==> src/rtl/conv_tile_scheduler.sv <==
// Tile sequencer for one convolution layer: load IFM/weights, compute, write, advance.
// Optional busy-cycle counter enabled by defining SCHED_PERF_CNT_EN.
module conv_tile_scheduler #(
  parameter int unsigned SYSTOLIC_SIZE = 16,
  parameter int unsigned KERNEL_SIZE   = 3,
  parameter int unsigned IFM_SIZE      = 34,
  parameter int unsigned IFM_CHANNEL   = 3,
  parameter int unsigned OFM_CHANNEL   = 32
) (
  input  logic        clk,
  input  logic        rst,
  input  logic        start,
  output logic        ifm_load,
  input  logic        ifm_done,
  output logic        wgt_load,
  input  logic        wgt_done,
  output logic        compute_en,
  output logic        wr_start,
  input  logic        wr_done,
  output logic [8:0]  tile_row,
  output logic [8:0]  tile_col,
  output logic [7:0]  filter_grp,
  output logic        busy,
  output logic        done,
  output logic [31:0] cycle_cnt
);

  localparam int unsigned OFM_SIZE       = IFM_SIZE - KERNEL_SIZE + 1;
  localparam int unsigned NUM_COL        = (OFM_SIZE + SYSTOLIC_SIZE - 1) / SYSTOLIC_SIZE;
  localparam int unsigned NUM_GRP        = (OFM_CHANNEL + SYSTOLIC_SIZE - 1) / SYSTOLIC_SIZE;
  localparam int unsigned COMPUTE_CYCLES = IFM_CHANNEL * KERNEL_SIZE * KERNEL_SIZE
                                           + 2 * SYSTOLIC_SIZE - 1;
  localparam int unsigned CW             = $clog2(COMPUTE_CYCLES + 1);

  localparam logic [8:0]    ROW_LAST = 9'(OFM_SIZE - 1);
  localparam logic [8:0]    COL_LAST = 9'(NUM_COL - 1);
  localparam logic [7:0]    GRP_LAST = 8'(NUM_GRP - 1);
  localparam logic [CW-1:0] CNT_INIT = CW'(COMPUTE_CYCLES - 1);

  typedef enum logic [2:0] {
    IDLE, LOAD, WAIT_LOAD, COMPUTE, WRITE, WAIT_WR, ADVANCE, FINISH
  } state_t;

  state_t        state_q, state_d;
  logic [8:0]    row_q, row_d, col_q, col_d;
  logic [7:0]    grp_q, grp_d;
  logic          ifm_flag_q, ifm_flag_d, wgt_flag_q, wgt_flag_d;
  logic [CW-1:0] cnt_q, cnt_d;
  logic          first_tile, row_last, col_last, grp_last;

  assign first_tile = (row_q == '0) && (col_q == '0);
  assign row_last   = (row_q == ROW_LAST);
  assign col_last   = (col_q == COL_LAST);
  assign grp_last   = (grp_q == GRP_LAST);

  always_ff @(posedge clk or posedge rst) begin
    if (rst) begin
      state_q    <= IDLE;
      row_q      <= '0;
      col_q      <= '0;
      grp_q      <= '0;
      ifm_flag_q <= 1'b0;
      wgt_flag_q <= 1'b0;
      cnt_q      <= '0;
    end else begin
      state_q    <= state_d;
      row_q      <= row_d;
      col_q      <= col_d;
      grp_q      <= grp_d;
      ifm_flag_q <= ifm_flag_d;
      wgt_flag_q <= wgt_flag_d;
      cnt_q      <= cnt_d;
    end
  end

  always_comb begin
    state_d    = state_q;
    row_d      = row_q;
    col_d      = col_q;
    grp_d      = grp_q;
    ifm_flag_d = 1'b0;
    wgt_flag_d = 1'b0;
    cnt_d      = cnt_q;
    ifm_load   = 1'b0;
    wgt_load   = 1'b0;
    compute_en = 1'b0;
    wr_start   = 1'b0;
    done       = 1'b0;
    unique case (state_q)
      IDLE: begin
        if (start) begin
          row_d   = '0;
          col_d   = '0;
          grp_d   = '0;
          state_d = LOAD;
        end
      end
      LOAD: begin
        // Done pulses coincident with the load pulse are captured here.
        ifm_load   = 1'b1;
        wgt_load   = first_tile;
        ifm_flag_d = ifm_done;
        wgt_flag_d = first_tile ? wgt_done : 1'b1;
        state_d    = WAIT_LOAD;
      end
      WAIT_LOAD: begin
        ifm_flag_d = ifm_flag_q | ifm_done;
        wgt_flag_d = wgt_flag_q | wgt_done;
        if (ifm_flag_d && wgt_flag_d) begin
          ifm_flag_d = 1'b0;
          wgt_flag_d = 1'b0;
          cnt_d      = CNT_INIT;
          state_d    = COMPUTE;
        end
      end
      COMPUTE: begin
        compute_en = 1'b1;
        if (cnt_q == '0) state_d = WRITE;
        else             cnt_d   = cnt_q - 1'b1;
      end
      WRITE: begin
        wr_start = 1'b1;
        state_d  = WAIT_WR;
      end
      WAIT_WR: begin
        if (wr_done) state_d = ADVANCE;
      end
      ADVANCE: begin
        row_d = row_last ? '0 : row_q + 1'b1;
        if (row_last) col_d = col_last ? '0 : col_q + 1'b1;
        if (row_last && col_last) grp_d = grp_last ? '0 : grp_q + 1'b1;
        state_d = (row_last && col_last && grp_last) ? FINISH : LOAD;
      end
      FINISH: begin
        done    = 1'b1;
        row_d   = '0;
        col_d   = '0;
        grp_d   = '0;
        state_d = IDLE;
      end
      default: state_d = IDLE;
    endcase
  end

  assign busy       = (state_q != IDLE);
  assign tile_row   = row_q;
  assign tile_col   = col_q;
  assign filter_grp = grp_q;

`ifdef SCHED_PERF_CNT_EN
  logic [31:0] cyc_q;

  always_ff @(posedge clk or posedge rst) begin
    if (rst)                         cyc_q <= '0;
    else if (state_q == IDLE) begin
      if (start)                     cyc_q <= '0;
    end else if (cyc_q != '1)        cyc_q <= cyc_q + 1'b1;
  end

  assign cycle_cnt = cyc_q;
`else
  assign cycle_cnt = '0;
`endif

endmodule

==> config.mk <==
export PLATFORM = sky130hd
export DESIGN_NAME = conv_tile_scheduler
export DESIGN_NICKNAME = d
export VERILOG_FILES = /design/src/rtl/conv_tile_scheduler.sv
export SDC_FILE = /design/constraint.sdc
export NUM_CORES = 1
export LEC_CHECK = 0
export CORE_UTILIZATION = 44
export DETAILED_ROUTE_END_ITERATION = 16
export PLACE_DENSITY = 0.77
export SLEW_MARGIN = 10
export SYNTH_ARGS = -nofsm -noshare
export SYNTH_HDL_FRONTEND = slang
export SYNTH_SLANG_ARGS = --single-unit
export TNS_END_PERCENT = 30
==> constraint.sdc <==
create_clock -name clk -period 1.9 [get_ports clk]
set_input_delay 0.19 -clock clk [delete_from_list [all_inputs] [get_ports clk]]
set_output_delay 0.19 -clock clk [all_outputs]
set_load 0.01 [all_outputs]
# Word level (Yosys, flattened, before mapping)
# Index checks and enable logic that the tools add are counted.
[totals]
reg_bits = 37
output_inout_bits = 64
[op_classes]
n_addsub = 4
n_eq_ne = 17
n_mux = 29
bitwise = 2
reduce_logical = 16
[op_table]
columns = ["operator", "n"]
rows = [
  ["9-bit one-hot mux with 3 select lines", 2],
  ["9-bit 2-to-1 mux", 4],
  ["8-bit 2-to-1 mux", 3],
  ["3-bit one-hot mux with 8 select lines", 1],
  ["8-bit one-hot mux with 3 select lines", 1],
  ["9-bit by 1-bit adder with 9-bit output, second input constant", 2],
  ["9-bit zero test", 2],
  ["3-bit 2-to-1 mux", 5],
  ["2-bit inequality test, second input constant", 7],
  ["3-bit == test, second input constant", 4],
  ["6-bit 2-to-1 mux", 2],
  ["6-bit one-hot mux with 2 select lines", 1],
  ["9-bit by 1-bit == test with 1-bit output, second input constant", 1],
  ["9-bit by 5-bit == test with 1-bit output, second input constant", 1],
  ["3-bit AND reduction", 3],
  ["8-bit by 1-bit adder with 8-bit output, second input constant", 1],
  ["8-bit by 1-bit == test with 1-bit output, second input constant", 1],
  ["1-bit 2-to-1 mux", 8],
  ["3-bit by 2-bit == test with 1-bit output, second input constant", 2],
  ["6-bit zero test", 1],
  ["3-bit nonzero test", 2],
  ["6-bit by 1-bit subtractor with 6-bit output, second input constant", 1],
  ["1-bit logical AND", 4],
  ["1-bit one-hot mux with 2 select lines", 2],
  ["other kinds (6)", 7],
]

# Logic depth before layout (Yosys ltp)
# Gate-level depths: netlist of run 1.
[logic_depth]
depth_word = 5
mapped_depth = 7
mapped_depth_nobuf = 7

# Least setup slack after synthesis of run 1
# Ideal clock, no wire load.
[synth_path]
path_type = "register -> register"
start = "register col_q[1], in the netlist tile_col[1]"
end = "register grp_q[4], in the netlist filter_grp[4]"
setup_ps = 131
arrival_ps = 1998
t_required_ps = 1769
slack_ps = -229
stages_incl_launch_ff = 8
cell_sequence = "dfrtp_1 -> inv_1 -> ha_1 -> or4b_1 -> o21ai_1 -> nand3_2 -> o21ai_0 -> o31ai_2"
[synth_between]
elab_chain_cells = 4
[synth_rtl]
columns = ["element", "line", "source"]
rows = [
  ["start, declared", "45", "logic [8:0] row_q, row_d, col_q, col_d;"],
  ["start signal, assigned", "68", "col_q <= col_d;"],
  ["9-bit by 1-bit == test with 1-bit output", "53", "assign col_last = (col_q == COL_LAST);"],
  ["1-bit logical AND", "131", "if (row_last && col_last) grp_d = grp_last ? '0 : grp_q + 1'b1;"],
  ["2-bit inequality test (no source line)", "n/a", ""],
  ["3-bit AND reduction (no source line)", "n/a", ""],
  ["end signal, assigned", "69", "grp_q <= grp_d;"],
  ["end, declared", "46", "logic [7:0] grp_q, grp_d;"],
]
# No other way between the ends.
# A chain may end at the register's enable or synchronous reset.

# Worst setup path after layout of run 1
[layout_path]
start = "register col_q[4], in the netlist tile_col[4]"
end = "register grp_q[5], in the netlist filter_grp[5]"
# The elaborated chain is that of the path after synthesis.

==> results.py, run 1 <==
metrics = {
    "logic_synthesis": {
        "synth_edf_count": 0,
        "synth_area_um2": 2520,
        "synth.distinct_cells": 51,
        "syn_avg_cell_area_um2": 8.71,
        "yosys_most_used_dff": "dfrtp_1",
        "synthArstFlopShare_pct": 100,
        "synth-seq-cells": 37,
        "seq_area_frac_synth_pct": 36.8,
        "syn_inst": 289,
        "ys_warn_count": 0,
    },
    "worst_setup_path": {
        "critPathKind": "register to register",
        "arrival_ns": 2.32,
        "critPathMaxFanout": 7,
        "r2r_slack_ns": -0.23,
        "start_kind": "register",
        "critPathCaptureType": "register",
        "required_ns": 2.09,
    },
    "timing": {
        "slew_violations": 0,
        "finalHoldViolCount": 0,
        "finClkSkew_ns": 0.00286,
        "period_minus_slack_ns": 2.13,
        "max_freq_ghz": 0.470,
        "rsz0062_at_grt": "true",
        "period_share_pct": 112,
        "worst_slack_ns": -0.227,
        "setup_viol": 17,
    },
    "final_layout": {
        "layout_commonest_cell": "buf_4",
        "fin_area_um2": 3420,
        "nNetsFinal": 390,
        "area_growth_syn_to_layout_pct": 35.7,
        "fill_cells": 471,
        "final_cell_mix": "buf_4, dfrtp_1, conb_1, clkdlybuf4s50_1, nor2_1",
        "fin_cells": 448,
        "utilization_pct": 62.1,
        "n_antenna_cell": 0,
        "drive_above_1_share_pct": 23.9,
    },
    "place": {
        "dp.cells": 436,
        "gp_congestion": 0.847,
        "dpl_cell_area_um2": 3190,
        "place_hpwl_mm": 4.27,
        "port_buffers": 37,
    },
    "global_route": {
        "grt_pass1_vias": 2053,
        "grt_pass1_wl_mm": 9.40,
        "track_usage_pct": 19.5,
        "grt_overflow": 0,
        "grt_max_degree": 38,
        "antenna_found_initial": 0,
    },
    "floorplan": {
        "initial_core_util_pct": 45.7,
        "row_count": 27,
        "die-area_um2": 6030,
        "core-area_um2": 5510,
        "ioPinCount": 70,
        "fp.dieH_um": 77.6,
        "dieWidth_um": 77.6,
    },
    "power": {
        "p_per_area_nw_per_um2": 907,
        "vdd_drop_max_mv": 0.656,
        "p_leak_nw": 1.56,
    },
    "clock_network": {
        "path_clk_slew_ns": 0.07,
        "cts_buffers": 5,
        "hold_buffers": 0,
        "cts_tree": "done",
        "cts.sinks": 37,
        "clk_latency_ns": 0.28,
        "clockBufferDepth": 2,
        "cts_htree_levels": 2,
        "root_buffer": "clkbuf_8",
    },
    "run_status": {
        "status": "finished, violations left",
        "violations": "setup timing",
    },
    "worst_hold_path": {
        "hp-class": "primary input to async pin",
    },
    "detailed_routing": {
        "wl_per_cell_um": 13.4,
        "routed_wirelength_mm": 5.99,
        "via_count": 2357,
        "drt-initial-drc-count": 197,
        "drc": 0,
        "firstDrtPassIters": 4,
        "via_per_inst": 5.26,
        "ant_nets": 0,
    },
    "job": {
        "drv_cap": 0,
    },
}
==> power by group <==
group	switching [mW]	internal, mW
combinational	0.847	0.711
clock	0.276	0.254
sequential	0.101	0.908
total	1.22	1.87
==> final timing paths <==
kind / start / endpoint / depth (start not counted)
setup / recovery: tile_col[4] / filter_grp[5] / 6
hold / removal: rst / filter_grp[3] / 3
setup reg to reg: tile_col[4] / filter_grp[5] / 6
hold reg to reg: cnt_q[4] / cnt_q[4] / 1
max in group asynchronous: rst / tile_col[6] / 3
min in group clk: wr_done / state_q[0] / 2
==> cell families after synthesis <==
family	after synthesis	synth area share, %
XOR/XNOR	5	1.74
AO/OA/AOI/OAI	76	20.0
adder cells (fa/ha/maj)	9	4.47
other	1	0.149
flip-flops	37	36.8
multiplexers	1	0.447
AND/OR/NAND/NOR	110	24.1
buffers and inverters	50	12.3
==> state kept, by name, indices dropped and copies added (netlist names) <==
name        flops
tile_col        9
cnt_q           6
ifm_flag_q      1
filter_grp      8
wgt_flag_q      1
tile_row        9
state_q         3
==> metrics by stage <==
stage	hold slack (ns)	setup TNS, ns	power, mW	worst slack [ns]
floorplan	0.291	-1.07	1.92	-0.181
global placement	0.472	-1.49	2.45	-0.321
detailed placement	0.488	-1.94	2.49	-0.328
CTS	0.339	-2.88	3.04	-0.325
global route	0.394	-3.26	3.32	-0.252
finish	0.318	-2.38	3.10	-0.227
==> area by class of cell <==
class / count / area, um2 / share of cell area, %
inverters: 11 / 41.3 / 1.21
clock buffers: 6 / 72.6 / 2.12
multi-input cells: 233 / 1520 / 44.5
clock inverters: 2 / 10.0 / 0.293
flip-flops and latches: 37 / 928 / 27.2
well taps: 72 / 90.1 / 2.64
repair buffers: 87 / 753 / 22.0
==> per-layer routing <==
metal	vias to the layer above	GRT usage [%]	wire (um)
li1	1138	-	-
met1	1130	26.4	2650
met2	78	31.6	2950
met3	11	4.00	314
met4	0	5.09	76
met5	-	0	0
==> worst max-delay path: stages, from the launching register on <==
cell and delay, ns:
dfrtp_1 0.38, or4_4 0.55, nor4_4 0.19, buf_4 0.18
a21oi_4 0.05, or3_4 0.47, o31ai_2 0.21
==> Yosys cell counts, types with 4 or more instances <==
| library cell | number | area share (%) |
|---|---|---|
| nand2b_1 | 4 | 0.99 |
| a21oi_1 | 9 | 1.8 |
| nor2_1 | 28 | 4.2 |
| clkbuf_1 | 5 | 0.75 |
| nor2b_1 | 5 | 1.2 |
| dfrtp_1 | 37 | 37 |
| inv_1 | 11 | 1.6 |
| o21ai_1 | 4 | 0.80 |
| o31ai_2 | 5 | 2.5 |
| nand3_1 | 14 | 2.8 |
| nand2_1 | 25 | 3.7 |
| a31oi_1 | 4 | 0.99 |
| ha_1 | 9 | 4.5 |
| xor2_1 | 4 | 1.4 |
| o21ai_0 | 31 | 6.2 |
| o31ai_1 | 7 | 2.1 |
| and3_1 | 7 | 1.7 |
| buf_4 | 32 | 9.5 |
==> what timing repair did <==
item	4_1_cts	5_1_grt
endpoints found under the setup margin	17	23
setup buffers	2	2
gates resized for setup	20	17
pin swaps	6	9
No activity file was read; power rests on OpenSTA's default activity.
==> run 2, diff against run 1 <==
--- a/config.mk
+++ b/config.mk
@@ -5,7 +5,8 @@
 export SDC_FILE = /design/constraint.sdc
 export NUM_CORES = 1
 export LEC_CHECK = 0
-export CORE_UTILIZATION = 44
+export ABC_AREA = 1
+export CORE_UTILIZATION = 45
 export DETAILED_ROUTE_END_ITERATION = 16
 export PLACE_DENSITY = 0.77
 export SLEW_MARGIN = 10
==> results.py, run 2 <==
metrics = {
    "global_route": {
        "grt_max_degree": 38,
        "grt_overflow": 0,
        "grt_pass1_wl_mm": 9.11,
        "antenna_found_initial": 0,
        "track_usage_pct": 18.2,
        "grt_pass1_vias": 2114,
    },
    "logic_synthesis": {
        "synthAdderAreaFrac_pct": 4.14,
        "syn_avg_cell_area_um2": 7.12,
        "synth_top_family_by_area": "simple AND/OR/NAND/NOR gates",
        "synth_top_area_cell": "dfrtp_1",
        "synth_compound_area_share_pct": 6.67,
        "synth_area_um2": 2720,
        "synth_top_area_share_pct": 34.0,
        "synth_edf_count": 0,
        "seq_area_frac_synth_pct": 34.0,
        "synthTopCellsByArea": "dfrtp_1, nand2_1, buf_4, inv_1, nor2_1",
        "synth.distinct_cells": 33,
        "synthMuxAreaShare_pct": 0,
        "yosysMostFrequentCell": "nand2_1",
        "synth-seq-cells": 37,
        "synth_xor_area_share_pct": 1.29,
        "syn_inst": 382,
        "yosys_most_used_dff": "dfrtp_1",
        "synth_common_cells": "nand2_1, inv_1, nor2_1, dfrtp_1, buf_4",
        "synthArstFlopShare_pct": 100,
        "ys_warn_count": 0,
        "yosys.area_share.simple_pct": 36.4,
    },
    "place": {
        "port_buffers": 37,
        "place_hpwl_mm": 4.07,
        "dpl_cell_area_um2": 3100,
        "gp_congestion": 0.832,
    },
    "floorplan": {
        "ioPinCount": 70,
        "initial_core_util_pct": 47.9,
        "dieWidth_um": 79.7,
        "core-area_um2": 5680,
        "die-area_um2": 6360,
        "fp.dieH_um": 79.7,
        "row_count": 27,
    },
    "clock_network": {
        "cts.sinks": 37,
        "clk_latency_ns": 0.29,
        "root_buffer": "clkbuf_8",
        "clockBufferDepth": 2,
        "cts_buffers": 5,
        "post_cts_buffers": 0,
        "path_clk_slew_ns": 0.07,
        "cts_tree": "done",
        "cts_htree_levels": 2,
    },
    "final_layout": {
        "fin_area_um2": 3200,
        "nNetsFinal": 447,
        "fill_cells": 541,
        "layout_commonest_cell": "nand2_1",
        "area_growth_syn_to_layout_pct": 17.5,
        "n_antenna_cell": 0,
        "final_cell_mix": "nand2_1, inv_1, nor2_1",
        "drive_above_1_share_pct": 10.9,
    },
    "worst_setup_path": {
        "r2r-end": "filter_grp[0]",
        "required_ns": 1.71,
        "crit_start": "state_q[1]",
        "critPathCaptureType": "output port",
        "reg2reg_depth": 9,
        "start_kind": "register",
        "r2r_start": "tile_row[0]",
        "r2r_slack_ns": 0.22,
        "critPathMaxFanout": 7,
        "arrival_ns": 1.63,
        "critPathKind": "register to output port",
    },
    "timing": {
        "hold_ws_ns": 0.304,
        "setup_viol": 0,
        "rsz0062_at_grt": "false",
        "max_freq_ghz": 0.549,
        "finClkSkew_ns": 0.00298,
        "slew_violations": 0,
        "finalHoldViolCount": 0,
        "period_share_pct": 95.9,
        "final.setup.tns_ns": 0,
        "period_minus_slack_ns": 1.82,
    },
    "detailed_routing": {
        "drt-initial-drc-count": 114,
        "routed_wirelength_mm": 5.40,
        "ant_nets": 0,
        "via_count": 2386,
        "drc": 0,
        "firstDrtPassIters": 4,
        "wl_per_cell_um": 10.7,
        "via_per_inst": 4.72,
    },
    "power": {
        "vdd_drop_max_mv": 0.823,
        "p_per_area_nw_per_um2": 1030,
        "p_leak_nw": 1.65,
    },
    "worst_hold_path": {
        "hp-class": "primary input to async pin",
    },
    "job": {
        "drv_cap": 0,
    },
    "run_status": {
        "status": "completed",
    },
}
[run 2: cell count changes in the layout (fill, tap and decap cells not counted), sizes merged, moves of 9 or more]
cell and change:
inv +40, nor2 +20, o21ai -10, o31ai -12, nand3 +9, nand2 +95, buf -41
[run 2: layer usage]
metal	part of all wire, %	track usage, %
met3	4.2	3.54
met2	48	30.9
met4	1.2	5.89
met1	47	23.2
met5	0	0
[run 2: cell type report]
class | instances | area (um2) | area share [%]
Multi-Input combinational cell | 290 | 1460 | 45.7
Sequential cell | 37 | 928 | 29.0
Timing Repair Buffer | 47 | 443 | 13.9
Inverter | 51 | 194 | 6.07
Tap cell | 72 | 90.1 | 2.82
Clock buffer | 8 | 80.1 | 2.50
[run 2: power by group]
group | internal [mW] | leakage (nW) | total [mW] | switching, mW
Combinational | 0.632 | 1.11 | 1.65 | 1.01
Clock | 0.261 | 0.0395 | 0.538 | 0.277
Sequential | 0.944 | 0.495 | 1.12 | 0.172
[run 2: worst max path at each step]
stage                                to  slack, ns  cells past startpoint
after floorplan           filter_grp[0]       0.39                      8
after global placement         wgt_load       0.14                      7
after detailed placement       wgt_load       0.14                      7
after CTS                    compute_en      0.008                      3
after global routing           ifm_load       0.03                      3
final                          ifm_load       0.08                      3
[run 2: worst max-delay path, cell delays in order, from the launching register on]
cell,delay (ns)
dfrtp_2,0.48
nor3_4,0.19
buf_4,0.14
clkdlybuf4s50_1,0.53
[run 2: logic make-up (layout without fill, tap and decap cells)]
| logic type | count (synthesis) | count (layout) |
|---|---|---|
| and+or+nand+nor | 214 | 214 |
| other | 1 | 32 |
| adders and majority gates | 9 | 9 |
| buffers and inverters | 86 | 106 |
| xor gates and xnor gates | 4 | 4 |
| DFF | 37 | 37 |
| AOI/OAI and AO/OA | 31 | 31 |
[run 2: what timing repair did]
action,4_1_cts,5_1_grt
hold buffers,0,0
endpoints found under the setup margin,3,5
gates resized for setup,4,7
[run 2: through the flow]
| step | util (%) | setup WS [ns] | total power [mW] | cells |
|---|---|---|---|---|
| 5_1_grt | 56.3 | 0.0253 | 3.60 | 505 |
| 3_3_place_gp | 54.5 | 0.144 | 2.73 | 497 |
| 2_1_floorplan | - | 0.386 | 2.40 | 413 |
| 3_5_place_dp | 54.5 | 0.144 | 2.78 | 497 |
| 6_report | 56.3 | 0.0788 | 3.30 | 505 |
| 4_1_cts | 56.0 | 0.00755 | 3.33 | 505 |
==> run 3, diff against run 2 <==
--- a/config.mk
+++ b/config.mk
@@ -7,8 +7,11 @@
 export LEC_CHECK = 0
 export ABC_AREA = 1
 export CORE_UTILIZATION = 45
+export CTS_CLUSTER_SIZE = 30
 export DETAILED_ROUTE_END_ITERATION = 16
+export GPL_TIMING_DRIVEN = 0
 export PLACE_DENSITY = 0.77
+export SKIP_CTS_REPAIR_TIMING = 1
 export SLEW_MARGIN = 10
 export SYNTH_ARGS = -nofsm -noshare
 export SYNTH_HDL_FRONTEND = slang
==> results.py, run 3 (same netlist as run 2, synthesis figures left out) <==
metrics = {
    "run_status": {
        "status": "completed",
    },
    "clock_network": {
        "cts_tree": "done",
        "cts_buffers": 5,
        "cts.sinks": 37,
        "root_buffer": "clkbuf_8",
        "cts_htree_levels": 2,
        "clockBufferDepth": 2,
        "path_clk_slew_ns": 0.07,
        "clk_latency_ns": 0.28,
    },
    "job": {
        "drv_cap": 0,
    },
    "timing": {
        "maxSlewHeadroom_pct": 46.7,
        "period_minus_slack_ns": 1.80,
        "setup_viol": 0,
        "finClkSkew_ns": 0.00718,
        "period_share_pct": 94.6,
        "rsz0062_at_grt": "true",
        "hold_ws_ns": 0.373,
        "max_freq_ghz": 0.556,
        "tightest_slew_ns": 0.798,
        "slew_violations": 0,
        "worst_slack_ns": 0.103,
        "final.setup.tns_ns": 0,
        "finalHoldViolCount": 0,
    },
    "floorplan": {
        "die-area_um2": 6360,
        "dieWidth_um": 79.7,
        "core-area_um2": 5680,
        "row_count": 27,
        "initial_core_util_pct": 47.9,
        "ioPinCount": 70,
        "fp.dieH_um": 79.7,
    },
    "detailed_routing": {
        "via_per_inst": 4.68,
        "routed_wirelength_mm": 5.81,
        "firstDrtPassIters": 6,
        "ant_nets": 0,
        "drt-initial-drc-count": 113,
        "drc": 0,
        "via_count": 2473,
        "wl_per_cell_um": 11.0,
    },
    "worst_setup_path": {
        "r2r_start": "tile_row[0]",
        "r2r_slack_ns": 0.20,
        "slowest_delay_ns": 0.57,
        "start_kind": "register",
        "critPathMaxFanout": 6,
        "critPathTopFamily": "buffers and inverters",
        "reg2reg_depth": 9,
        "critPathKind": "register to output port",
        "critPathCaptureType": "output port",
        "path_buf_inv": 2,
        "required_ns": 1.71,
        "arrival_ns": 1.61,
        "slowest_stage": "clkdlybuf4s50_1",
        "r2r-end": "tile_col[0]",
        "crit_chain": "inv_4 > nor3_4 > clkdlybuf4s50_1",
    },
    "final_layout": {
        "n_antenna_cell": 0,
        "nNetsFinal": 472,
        "utilization_pct": 59.9,
        "area_growth_syn_to_layout_pct": 25.0,
        "final_cell_mix": "nand2_1, inv_1, nor2_1",
        "drive_above_1_share_pct": 16.9,
        "layout_commonest_cell": "nand2_1",
    },
    "worst_hold_path": {
        "hp-class": "primary input to async pin",
    },
    "global_route": {
        "grt_pass1_wl_mm": 9.97,
        "track_usage_pct": 19.6,
        "grt_pass1_vias": 2297,
        "grt_overflow": 0,
        "grt_max_degree": 38,
        "antenna_found_initial": 0,
    },
    "power": {
        "p_leak_nw": 1.80,
        "vdd_drop_max_mv": 0.768,
        "p_per_area_nw_per_um2": 1010,
    },
    "place": {
        "gp_congestion": 0.854,
        "pre_cts_slack_ns": -0.00568,
        "port_buffers": 37,
        "place_hpwl_mm": 4.34,
    },
}
==> run 3: how the worst max path moves through the flow <==
stage | start | endpoint | slack (ns) | depth (start not counted)
floorplan | tile_row[0] | filter_grp[0] | 0.39 | 8
global placement | rst | tile_col[6] | -0.0006 | 2
detailed placement | state_q[0] | wgt_load | -0.006 | 5
CTS | state_q[0] | wgt_load | -0.32 | 5
global route | tile_row[0] | tile_col[5] | -0.006 | 8
finish | state_q[0] | ifm_load | 0.10 | 3
==> run 3: layout make-up <==
type | instances | area, um2
Buffer | 35 | 277
Clock buffer | 5 | 68.8
Clock inverter | 1 | 5.00
Fill cell | 546 | 2280
Inverter | 51 | 194
Multi-Input combinational cell | 290 | 1460
Sequential cell | 37 | 933
Tap cell | 72 | 90.1
Timing Repair Buffer | 37 | 375
==> run 3: metal layers <==
metal  track usage (%)  vias to the layer above  routed length [um]
li1                  -                     1272                   -
met1              24.2                     1130                2650
met2              34.5                       67                2870
met3              3.43                        4                 246
met4              6.43                        0                  48
met5                 0                        -                   0
==> run 3: worst reg2reg max path, stage by stage (launching register included) <==
cell     delay (ns)
dfrtp_1        0.45
ha_1           0.22
nand2_1        0.08
nor2_1         0.18
nand2_1        0.16
nand2_4        0.13
nand2_8        0.09
buf_12         0.15
nand2_1        0.06
o21ai_0        0.08
==> run 3: stage by stage <==
stage | instance area [um2] | std cells | power, mW
floorplan | 2840 | 413 | 2.40
global placement | 3300 | 522 | 2.82
detailed placement | 3300 | 522 | 2.89
CTS | 3370 | 528 | 3.42
global route | 3400 | 528 | 3.72
finish | 3400 | 528 | 3.42
==> run 3: power by group <==
group	switching (mW)	leakage [nW]	internal, mW	total (mW)
sequential	0.213	0.489	0.947	1.16
clock	0.274	0.0399	0.242	0.515
combinational	1.03	1.27	0.716	1.75
total	1.52	1.80	1.91	3.42
